==> src/rtl/cnn_pkg.sv <==
// Shared constants and state encoding for the conv/ReLU/max-pool engine blocks.
package cnn_pkg;

  localparam int unsigned DATA_W   = 20;
  localparam int unsigned ADDR_W   = 12;
  localparam int unsigned L1_ELEMS = 1024;

  localparam logic [2:0] CSEL_NONE = 3'b000;
  localparam logic [2:0] CSEL_L0   = 3'b001;
  localparam logic [2:0] CSEL_L1   = 3'b011;

  typedef enum logic [1:0] {
    ST_IDLE  = 2'd0,
    ST_RUN   = 2'd1,
    ST_FLUSH = 2'd2
  } state_e;

endpackage

==> src/rtl/stream_fifo.sv <==
// Small synchronous FIFO used as the output buffer of the layer-1 drain stage.
// DEPTH must be a power of two so the pointers wrap naturally.
module stream_fifo #(
  parameter int unsigned DEPTH = 2,
  parameter int unsigned WIDTH = 20,
  localparam int unsigned PTR_W = (DEPTH > 1) ? $clog2(DEPTH) : 1,
  localparam int unsigned CNT_W = $clog2(DEPTH + 1)
) (
  input  logic             clk,
  input  logic             reset,
  input  logic             push,
  input  logic [WIDTH-1:0] push_data,
  input  logic             pop,
  output logic [WIDTH-1:0] pop_data,
  output logic [CNT_W-1:0] count,
  output logic             empty
);

  logic [WIDTH-1:0] mem_q [DEPTH];
  logic [PTR_W-1:0] wr_ptr_q, wr_ptr_d;
  logic [PTR_W-1:0] rd_ptr_q, rd_ptr_d;
  logic [CNT_W-1:0] count_q, count_d;
  logic             do_push;
  logic             do_pop;

  // A push into a full FIFO is only accepted when the same cycle frees a slot.
  assign do_pop  = pop & (count_q != '0);
  assign do_push = push & ((count_q != CNT_W'(DEPTH)) | do_pop);

  always_comb begin
    wr_ptr_d = wr_ptr_q;
    rd_ptr_d = rd_ptr_q;
    count_d  = count_q;
    if (do_push) begin
      wr_ptr_d = wr_ptr_q + PTR_W'(1);
    end else begin
      wr_ptr_d = wr_ptr_q;
    end
    if (do_pop) begin
      rd_ptr_d = rd_ptr_q + PTR_W'(1);
    end else begin
      rd_ptr_d = rd_ptr_q;
    end
    case ({do_push, do_pop})
      2'b10:   count_d = count_q + CNT_W'(1);
      2'b01:   count_d = count_q - CNT_W'(1);
      default: count_d = count_q;
    endcase
  end

  always_ff @(posedge clk) begin
    if (!reset) begin
      wr_ptr_q <= '0;
      rd_ptr_q <= '0;
      count_q  <= '0;
    end else begin
      wr_ptr_q <= wr_ptr_d;
      rd_ptr_q <= rd_ptr_d;
      count_q  <= count_d;
    end
  end

  always_ff @(posedge clk) begin
    if (do_push) begin
      mem_q[wr_ptr_q] <= push_data;
    end
  end

  assign pop_data = mem_q[rd_ptr_q];
  assign count    = count_q;
  assign empty    = (count_q == '0);

endmodule

==> src/rtl/l1_stream_out.sv <==
// Drains the pooled layer-1 map from layer memory and streams it over valid/ready.
// Optional running checksum on o_csum when CHECKSUM_EN is defined; tied to zero otherwise.
module l1_stream_out #(
  parameter int unsigned DATA_W     = cnn_pkg::DATA_W,
  parameter int unsigned ADDR_W     = cnn_pkg::ADDR_W,
  parameter int unsigned N_ELEM     = cnn_pkg::L1_ELEMS,
  parameter int unsigned FIFO_DEPTH = 2,
  parameter logic [2:0]  CSEL_SRC   = cnn_pkg::CSEL_L1
) (
  input  logic              clk,
  input  logic              reset,
  input  logic              start,
  output logic              busy,
  output logic              done,
  output logic              crd,
  output logic [2:0]        csel,
  output logic [ADDR_W-1:0] caddr_rd,
  input  logic [DATA_W-1:0] cdata_rd,
  output logic              o_valid,
  input  logic              o_ready,
  output logic [DATA_W-1:0] o_data,
  output logic              o_last,
  output logic [DATA_W-1:0] o_csum
);

  import cnn_pkg::*;

  localparam int unsigned IDX_W = $clog2(N_ELEM + 1);
  localparam int unsigned CNT_W = $clog2(FIFO_DEPTH + 1);
  localparam int unsigned OCC_W = CNT_W + 1;

  state_e             state_q, state_d;
  logic [IDX_W-1:0]   rd_idx_q, rd_idx_d;
  logic [IDX_W-1:0]   wr_idx_q, wr_idx_d;
  logic               inflight_q, inflight_d;
  logic               done_q, done_d;
  logic               issue;
  logic               accept;
  logic               last_accept;
  logic [OCC_W-1:0]   occ;
  logic [DATA_W-1:0]  fifo_head;
  logic [CNT_W-1:0]   fifo_count;
  logic               fifo_empty;

  stream_fifo #(
    .DEPTH (FIFO_DEPTH),
    .WIDTH (DATA_W)
  ) u_fifo (
    .clk       (clk),
    .reset     (reset),
    .push      (inflight_q),
    .push_data (cdata_rd),
    .pop       (accept),
    .pop_data  (fifo_head),
    .count     (fifo_count),
    .empty     (fifo_empty)
  );

  assign accept      = ~fifo_empty & o_ready;
  assign last_accept = accept & (wr_idx_q == IDX_W'(N_ELEM - 1));
  // Crediting this cycle's pop lets a 2-entry buffer sustain one word per cycle.
  assign occ = OCC_W'(fifo_count) + OCC_W'(inflight_q) - OCC_W'(accept);

  always_comb begin
    state_d    = state_q;
    rd_idx_d   = rd_idx_q;
    wr_idx_d   = wr_idx_q;
    done_d     = 1'b0;
    issue      = 1'b0;
    if (accept) begin
      wr_idx_d = wr_idx_q + IDX_W'(1);
    end else begin
      wr_idx_d = wr_idx_q;
    end
    case (state_q)
      ST_IDLE: begin
        if (start) begin
          state_d  = ST_RUN;
          rd_idx_d = '0;
          wr_idx_d = '0;
        end else begin
          state_d  = ST_IDLE;
        end
      end
      ST_RUN: begin
        if (occ < OCC_W'(FIFO_DEPTH)) begin
          issue    = 1'b1;
          rd_idx_d = rd_idx_q + IDX_W'(1);
          if (rd_idx_q == IDX_W'(N_ELEM - 1)) begin
            state_d = ST_FLUSH;
          end else begin
            state_d = ST_RUN;
          end
        end else begin
          issue = 1'b0;
        end
      end
      ST_FLUSH: begin
        if (last_accept) begin
          state_d = ST_IDLE;
          done_d  = 1'b1;
        end else begin
          state_d = ST_FLUSH;
        end
      end
      default: begin
        state_d = ST_IDLE;
      end
    endcase
    inflight_d = issue;
  end

  always_ff @(posedge clk) begin
    if (!reset) begin
      state_q    <= ST_IDLE;
      rd_idx_q   <= '0;
      wr_idx_q   <= '0;
      inflight_q <= 1'b0;
      done_q     <= 1'b0;
    end else begin
      state_q    <= state_d;
      rd_idx_q   <= rd_idx_d;
      wr_idx_q   <= wr_idx_d;
      inflight_q <= inflight_d;
      done_q     <= done_d;
    end
  end

`ifdef CHECKSUM_EN
  logic [DATA_W-1:0] csum_q, csum_d;

  always_comb begin
    csum_d = csum_q;
    if ((state_q == ST_IDLE) && start) begin
      csum_d = '0;
    end else if (accept) begin
      csum_d = csum_q + fifo_head;
    end else begin
      csum_d = csum_q;
    end
  end

  always_ff @(posedge clk) begin
    if (!reset) begin
      csum_q <= '0;
    end else begin
      csum_q <= csum_d;
    end
  end

  assign o_csum = csum_q;
`else
  assign o_csum = '0;
`endif

  assign busy     = (state_q != ST_IDLE);
  assign done     = done_q;
  assign crd      = issue;
  assign csel     = issue ? CSEL_SRC : CSEL_NONE;
  assign caddr_rd = issue ? ADDR_W'(rd_idx_q) : '0;
  assign o_valid  = ~fifo_empty;
  // Idle data lines read as zero so stale buffer contents never leak out.
  assign o_data   = fifo_empty ? '0 : fifo_head;
  assign o_last   = ~fifo_empty & (wr_idx_q == IDX_W'(N_ELEM - 1));

endmodule

==> config.mk <==
export PLATFORM = sky130hd
export DESIGN_NAME = l1_stream_out
export DESIGN_NICKNAME = d
export VERILOG_FILES = /design/src/rtl/cnn_pkg.sv /design/src/rtl/stream_fifo.sv /design/src/rtl/l1_stream_out.sv
export SDC_FILE = /design/constraint.sdc
export NUM_CORES = 1
export LEC_CHECK = 0
export BUFFER_PORTS_ARGS = -buffer_cell sky130_fd_sc_hd__buf_4
export CAP_MARGIN = 20
export CORE_AREA = 2 2 87 89
export CTS_CLUSTER_SIZE = 10
export DETAILED_ROUTE_END_ITERATION = 8
export DIE_AREA = 0 0 89 91
export HOLD_SLACK_MARGIN = 0.12
export PLACE_DENSITY = 0.81
export SYNTH_ARGS = -nofsm -noshare
export SYNTH_HDL_FRONTEND = slang
export SYNTH_HIERARCHICAL = 1
export SYNTH_SLANG_ARGS = --single-unit
==> constraint.sdc <==
create_clock -name clk -period 2.8 [get_ports clk]
set_input_delay 0.28 -clock clk [delete_from_list [all_inputs] [get_ports clk]]
set_output_delay 0.28 -clock clk [all_outputs]
set_load 0.01 [all_outputs]
-- Yosys cells after proc, flatten, opt, wreduce, memory -nomap -nowiden
Memories as Yosys holds them, arrays and structs flattened. A register that Yosys moved wholly into a read port is not among the register bits.
Cells that the tools add are included.
- order comparisons: 1
- eq/ne operators: 9
- bitwise logic cells: 7
- $add $sub $neg: 8
- shift-type cells: 0
- mux-type cells: 22
- $mul: 0
- reductions and logical operators: 8
- divide/modulo/power cells: 0
- operators with widths (cell ; count):
    11-bit two-way mux ; 6
    11-bit by 1-bit adder with 11-bit output (second input constant) ; 2
    11-bit by 10-bit == test with 1-bit output (second input constant) ; 2
    11-bit case mux with 2 select lines ; 1
    20-bit two-way mux ; 1
    1-bit two-way mux ; 8
    2-bit two-way mux ; 4
    2-bit nonzero test ; 4
    2-bit inequality test (second input constant) ; 3
    2-bit case mux with 3 select lines ; 1
    1-bit bitwise AND ; 5
    2-bit by 1-bit == test with 1-bit output (second input constant) ; 2
    2-bit == test (second input constant) ; 2
    2-bit logical NOT ; 2
    2-bit case mux with 2 select lines ; 1
    2-bit by 1-bit adder with 3-bit output ; 1
    3-bit by 2-bit < comparator with 1-bit output (second input constant) ; 1
    3-bit AND reduction ; 1
    3-bit by 1-bit subtractor with 3-bit output ; 1
    1-bit adder (second input constant) ; 2
    2-bit by 1-bit adder with 2-bit output (second input constant) ; 1
    2-bit AND reduction ; 1
    2-bit by 1-bit subtractor with 2-bit output (second input constant) ; 1
    1-bit inverter ; 1
    1-bit bitwise OR ; 1
- input port bits: 24
- output and inout port bits: 60
- register bits after elaboration: 30
- memory bits (read-only): 0
- memories: 1
- bits in writable memories: 40
- latch bits: 0
- memory list (memory ; depth ; width ; rd ports ; clocked after Yosys merged registers in ; wr ports ; RTL line ; text):
    u_fifo.mem_q ; 2 ; 20 ; 1 ; 1 ; 1 ; stream_fifo.sv:19 ; logic [WIDTH-1:0] mem_q [DEPTH];

-- Depth between registers and ports, before layout
- word-level depth: 8
- depth in mapped cells: 10
- depth with buffers taken out: 9

-- By module
The synthesis kept the hierarchy.
- by module, submodules not included (module ; area an instance (µm²) ; instances ; cells an instance):
    stream_fifo ; 1685.4 ; 1 ; 88
    l1_stream_out ; 1647.8 ; 1 ; 203

-- Least setup slack after synthesis
No wires, ideal clock.
- kind: register -> output
- from: reg u_fifo.count_q[1] (netlist: u_fifo/count[1])
- to: out caddr_rd[3]
- setup slack: -69 ps
- data arrival time: 2589 ps
- stages on the path, launching flop included: 10
- cells stage by stage: dfxtp_1 -> nor2_1 -> nand2b_1 -> nor2_1 -> o21ai_0 -> fa_1 -> nand3b_1 -> nor2_1 -> clkbuf_1 -> and2_2
- cells in the longest elaborated chain, start to end: 8
- elaborated cells between the ends (all ways): 9
- classes of those cells: add/sub (2); order compare (1); mux (3); bitwise (2); reduce/logical (1)
- RTL lines (what ; RTL line ; text):
    start, declared ; stream_fifo.sv:22 ; logic [CNT_W-1:0] count_q, count_d;
    start signal, assigned ; stream_fifo.sv:59 ; count_q <= count_d;
    2-bit logical NOT ; stream_fifo.sv:71 ; assign empty = (count_q == '0);
    via fifo_empty ; l1_stream_out.sv:43 ; logic fifo_empty;
    1-bit inverter ; l1_stream_out.sv:59 ; assign accept = ~fifo_empty & o_ready;
    1-bit bitwise AND ; l1_stream_out.sv:59 ;
    3-bit by 1-bit subtractor with 3-bit output ; l1_stream_out.sv:62 ; assign occ = OCC_W'(fifo_count) + OCC_W'(inflight_q) - OCC_W'(accept);
    3-bit by 2-bit < comparator with 1-bit output ; l1_stream_out.sv:86 ; if (occ < OCC_W'(FIFO_DEPTH)) begin
    1-bit two-way mux ; l1_stream_out.sv:86 ;
    1-bit two-way mux ; l1_stream_out.sv:75 ; case (state_q)
    via crd ; l1_stream_out.sv:15 ; output logic crd,
    11-bit two-way mux ; l1_stream_out.sv:160 ; assign caddr_rd = issue ? ADDR_W'(rd_idx_q) : '0;
    end, declared ; l1_stream_out.sv:17 ; output logic [ADDR_W-1:0] caddr_rd,
The timed path passes the listed nets, and every way through them passes these cells.

-- Final worst setup path
- from: reg u_fifo.count_q[0] (netlist: u_fifo/count[0])
- to: out caddr_rd[3]
- cells in the longest elaborated chain, start to end: 8
- elaborated cells between the ends (all ways): 9
- classes of those cells: add/sub (2); order compare (1); mux (3); bitwise (2); reduce/logical (1)
- RTL lines (what ; RTL line):
    2-bit logical NOT ; stream_fifo.sv:71
    via fifo_empty ; l1_stream_out.sv:43
    1-bit inverter ; l1_stream_out.sv:59
    1-bit bitwise AND ; l1_stream_out.sv:59
    3-bit by 1-bit subtractor with 3-bit output ; l1_stream_out.sv:62
    3-bit by 2-bit < comparator with 1-bit output ; l1_stream_out.sv:86
    1-bit two-way mux ; l1_stream_out.sv:86
    1-bit two-way mux ; l1_stream_out.sv:75
    11-bit two-way mux ; l1_stream_out.sv:160
The timed path passes the listed nets, and every way through them passes these cells.

==> impl_metrics.py <==
metrics = {
    "setup_path": {
        "crit_path_cell_trace": "nor2_2 -> nand2b_4 -> and2_1 -> o21ai_1 -> fa_1 -> nand3b_1 -> nor2_2 -> buf_6 -> and2_2 -> buf_4",
        "critical_path.max_stage_delay_ns": 0.53,
        "cp_common_cell": "sky130_fd_sc_hd__nor2_2",
        "required_time_worst_endpoint_ns": 2.52,
        "timing.reg2reg.worst_path_depth": 9,
        "critical_path.reg2reg.endpoint": "rd_idx_q[5]$_SDFFE_PN0P_",
        "type_of_the_setup_path_with_the_least_slack": "flop to output port",
        "path_delay_family": "simple AND/OR/NAND/NOR gates",
        "worstReg2RegStart": "u_fifo/count[0]$_SDFFE_PN0P_",
        "rrSetupSlack_ns": 0.19,
        "crit_arrival_ns": 2.44,
        "crit_slowest_cell": "sky130_fd_sc_hd__fa_1",
        "crit_path_end_kind": "output port",
        "start_kind": "flop",
        "worst-path-max-fanout": 8,
        "number_of_buffers_and_inverters_on_the_critical_path": 2,
    },
    "hold_path": {
        "worstHoldEndpoint": "u_fifo/mem_q[0][1]$_DFFE_PP_",
        "hold_path_depth": 1,
        "hold_path_class": "input pin to flop",
        "min_from": "cdata_rd[1]",
    },
    "job": {
        "maxCapViolCount": 0,
    },
    "routing": {
        "wire_per_inst_um": 13.36,
        "dr.pass1.iters": 4,
        "detail_route.drc_violations": 0,
        "wirelength_um": 6454,
        "via_count": 2409,
        "antenna_left": 0,
        "vias_per_cell": 4.988,
        "drt_iter0_drc": 64,
    },
    "timing": {
        "fin_setup_tns_ns": 0,
        "timing.final.hold_violations": 0,
        "final.setup.worst_slack_ns": 0.07644,
        "upper_clock_frequency_limit_ghz": 0.3672,
        "clock-skew-final_ns": 0.005795,
        "timing.final.crit_share": 0.9727,
        "timing.hold.ws_ns": 0.1386,
        "finalSetupViolCount": 0,
        "fin_crit_ns": 2.724,
        "timing.slew.headroom": 0.4666,
        "max_slew.worst_pin.slew_ns": 0.8001,
        "maxSlewViolCount": 0,
    },
    "clock_network": {
        "tritoncts.num_buffers": 9,
        "cts_buffer_depth": 2,
        "htree_levels": 3,
        "clock_sinks": 71,
        "clock_tree.root_cell": "sky130_fd_sc_hd__clkbuf_8",
        "tritoncts": "built",
        "worst_skew_pair.late_latency_ns": 0.33,
        "path_clk_slew_ns": 0.07,
    },
    "pwr": {
        "irDropWorstVdd_mv": 0.2389,
        "cellLeakagePower_nw": 1.632,
        "power_per_cell_area_mw_per_mm2": 510.5,
        "design_power_total_mw": 2.165,
    },
    "yosys": {
        "dominantRegCellSynth": "sky130_fd_sc_hd__edfxtp_1",
        "synth_top_area_share": 0.3604,
        "asyncSetResetFlopFracSynth": 0,
        "postSynthRegisterBits": 71,
        "synth.mux.area_fraction": 0.07395,
        "mappedNetlistArea_sq_mm": 0.003333,
        "synth_fa_ha_area_frac": 0.01351,
        "synth_simple_gate_area_share": 0.1877,
        "synth_area_per_cell_sq_um": 11.45,
        "synth_seq_area_share": 0.5465,
        "synth-edff-count": 40,
        "area_fraction_in_compound_gates_after_synthesis": 0.06982,
        "synthesis.instances": 291,
        "yosys-top-cells-area": "sky130_fd_sc_hd__edfxtp_1 (36%), sky130_fd_sc_hd__dfxtp_1 (19%), sky130_fd_sc_hd__mux2_2 (7.1%)",
        "post-synth-top-count-cell": "sky130_fd_sc_hd__edfxtp_1",
        "yosys.area.top_type": "sky130_fd_sc_hd__edfxtp_1",
        "synth_xor_area_frac": 0.03416,
        "ys_top_cells_by_count": "sky130_fd_sc_hd__edfxtp_1 (40), sky130_fd_sc_hd__dfxtp_1 (31), sky130_fd_sc_hd__buf_4 (24), sky130_fd_sc_hd__mux2_2 (21), sky130_fd_sc_hd__nor2b_1 (21)",
        "dominant_combinational_cell_family_by_area_after_synthesis": "simple AND/OR/NAND/NOR gates",
        "yosys_warnings": 6,
        "synth.distinct_cells": 49,
    },
    "grt": {
        "grt_first_pass_wirelength_um": 9984,
        "groute.usage.overall": 0.1593,
        "grt_max_degree": 24,
        "antenna_found_initial": 0,
        "globalRouteOverflowTotal": 0,
        "grt_pass1_vias": 2243,
    },
    "finish": {
        "nets": 406,
        "fillcell_total": 602,
        "antenna_cells_inserted": 0,
        "post_route_cells_drive_above_1_share": 0.3307,
        "layout-area-overhead-vs-synth_pct": 27.25,
        "fin_util": 0.5943,
    },
    "floorplanning": {
        "die_w_um": 89,
        "core_sq_mm": 0.007137,
        "io-pin-count": 84,
        "dieArea_sq_mm": 0.008099,
        "fp.dieH_um": 91,
        "start_util": 0.4670,
        "number_of_rows_created_at_floorplan": 31,
    },
    "place": {
        "place_ws_ns": 0.09646,
        "place.port_buffers": 61,
        "gp_congestion": 0.7723,
        "place_hpwl_um": 4225,
    },
    "run_status": {
        "run_status": "completed",
    },
}
==> stage by stage <==
stage          instance area [sq um]  instances
2_1_floorplan                   3413        312
3_3_place_gp                    3832        447
3_5_place_dp                    3832        447
4_1_cts                         4153        475
5_1_grt                         4242        483
6_report                        4242        483
==> report_power, final <==
group	total [mW]	switching, mW	internal [mW]
clock network	0.778	0.368	0.410
logic	0.246	0.127	0.120
registers	1.14	0.0119	1.13
==> cells by family (layout without fill, tap and decap cells) <==
logic type                 count (synthesis)  after routing
adders and majority gates                  3              3
other                                      1             22
DFF                                       71             71
and+or+nand+nor                          110            110
AOI/OAI and AO/OA                         33             33
muxes                                     22             22
buffers and inverters                     38            110
xor gates and xnor gates                  13             13
==> worst max-delay path by stage <==
stage	startpoint	endpoint	slack, ns	cells past startpoint
after floorplan	u_fifo/count[1]$_SDFFE_PN0P_	caddr_rd[0]	0.04	9
after global placement	u_fifo/count[1]$_SDFFE_PN0P_	rd_idx_q[7]$_SDFFE_PN0P_	0.21	9
after detailed placement	u_fifo/count[1]$_SDFFE_PN0P_	rd_idx_q[5]$_SDFFE_PN0P_	0.1	9
after CTS	u_fifo/count[1]$_SDFFE_PN0P_	caddr_rd[3]	0.03	10
after global routing	u_fifo/count[0]$_SDFFE_PN0P_	caddr_rd[10]	-0.08	10
final	u_fifo/count[0]$_SDFFE_PN0P_	caddr_rd[3]	0.08	10
==> worst register-to-register path, stage by stage (launching register included) <==
cell	delay, ns
sky130_fd_sc_hd__dfxtp_2	0.32
sky130_fd_sc_hd__nor2_2	0.12
sky130_fd_sc_hd__nand2b_4	0.17
sky130_fd_sc_hd__and2_1	0.13
sky130_fd_sc_hd__o21ai_1	0.07
sky130_fd_sc_hd__fa_1	0.44
sky130_fd_sc_hd__xnor2_1	0.27
sky130_fd_sc_hd__a31oi_2	0.32
sky130_fd_sc_hd__or4_1	0.55
sky130_fd_sc_hd__a21oi_1	0.15
==> final cells by class <==
type                    count  area [sq um]  area share
well taps                  99         123.9     0.02920
repair buffers             88         700.7      0.1652
inverters                   6         22.52    0.005310
clock buffers              10         127.6     0.03009
multi-input cells         203          1381      0.3257
flip-flops and latches     71          1823      0.4298
clock inverters             6         62.56     0.01475
==> state kept, by name, indices dropped and copies added, names as in the netlist, named ones only <==
name,count
done,1
inflight_q,1
rd_idx_q,11
state_q,2
u_fifo/count,2
u_fifo/mem_q,40
u_fifo/rd_ptr_q,1
u_fifo/wr_ptr_q,1
wr_idx_q,11
==> timing repair <==
action / in CTS / in global routing
cloned: 0 / 1
gates resized for setup: 4 / 9
setup buffers: 1 / 5
hold buffers: 11 / 2
endpoints found under the setup margin: 10 / 18
hold endpoints to repair: 19 / 4
pin swaps: 1 / 3
==> cells in the final DEF, fill, tap and decap left out, drive strengths merged, types with 6 or more instances in the layout <==
| master | Yosys | routed |
|---|---|---|
| nand2 | 12 | 12 |
| buf | 28 | 75 |
| conb | 1 | 22 |
| edfxtp | 40 | 40 |
| dfxtp | 31 | 31 |
| inv | 6 | 6 |
| o21ai | 8 | 8 |
| clkbuf | 4 | 10 |
| nor2 | 19 | 19 |
| or4 | 7 | 7 |
| a21oi | 9 | 9 |
| o31ai | 7 | 7 |
| dlygate4sd3 | 0 | 13 |
| nand3 | 10 | 10 |
| xnor2 | 8 | 8 |
| and2 | 14 | 14 |
| nor2b | 21 | 21 |
| mux2 | 21 | 21 |
==> metal layers <==
layer  vias to the layer above  track usage  routed length, um
li1                       1173            -                  -
met1                      1154       0.1846               2779
met2                        74       0.2711               3243
met3                         8      0.04364                359
met4                         0      0.06841                 71
met5                         -            0                  0
Power figures use the tool's default switching activity.
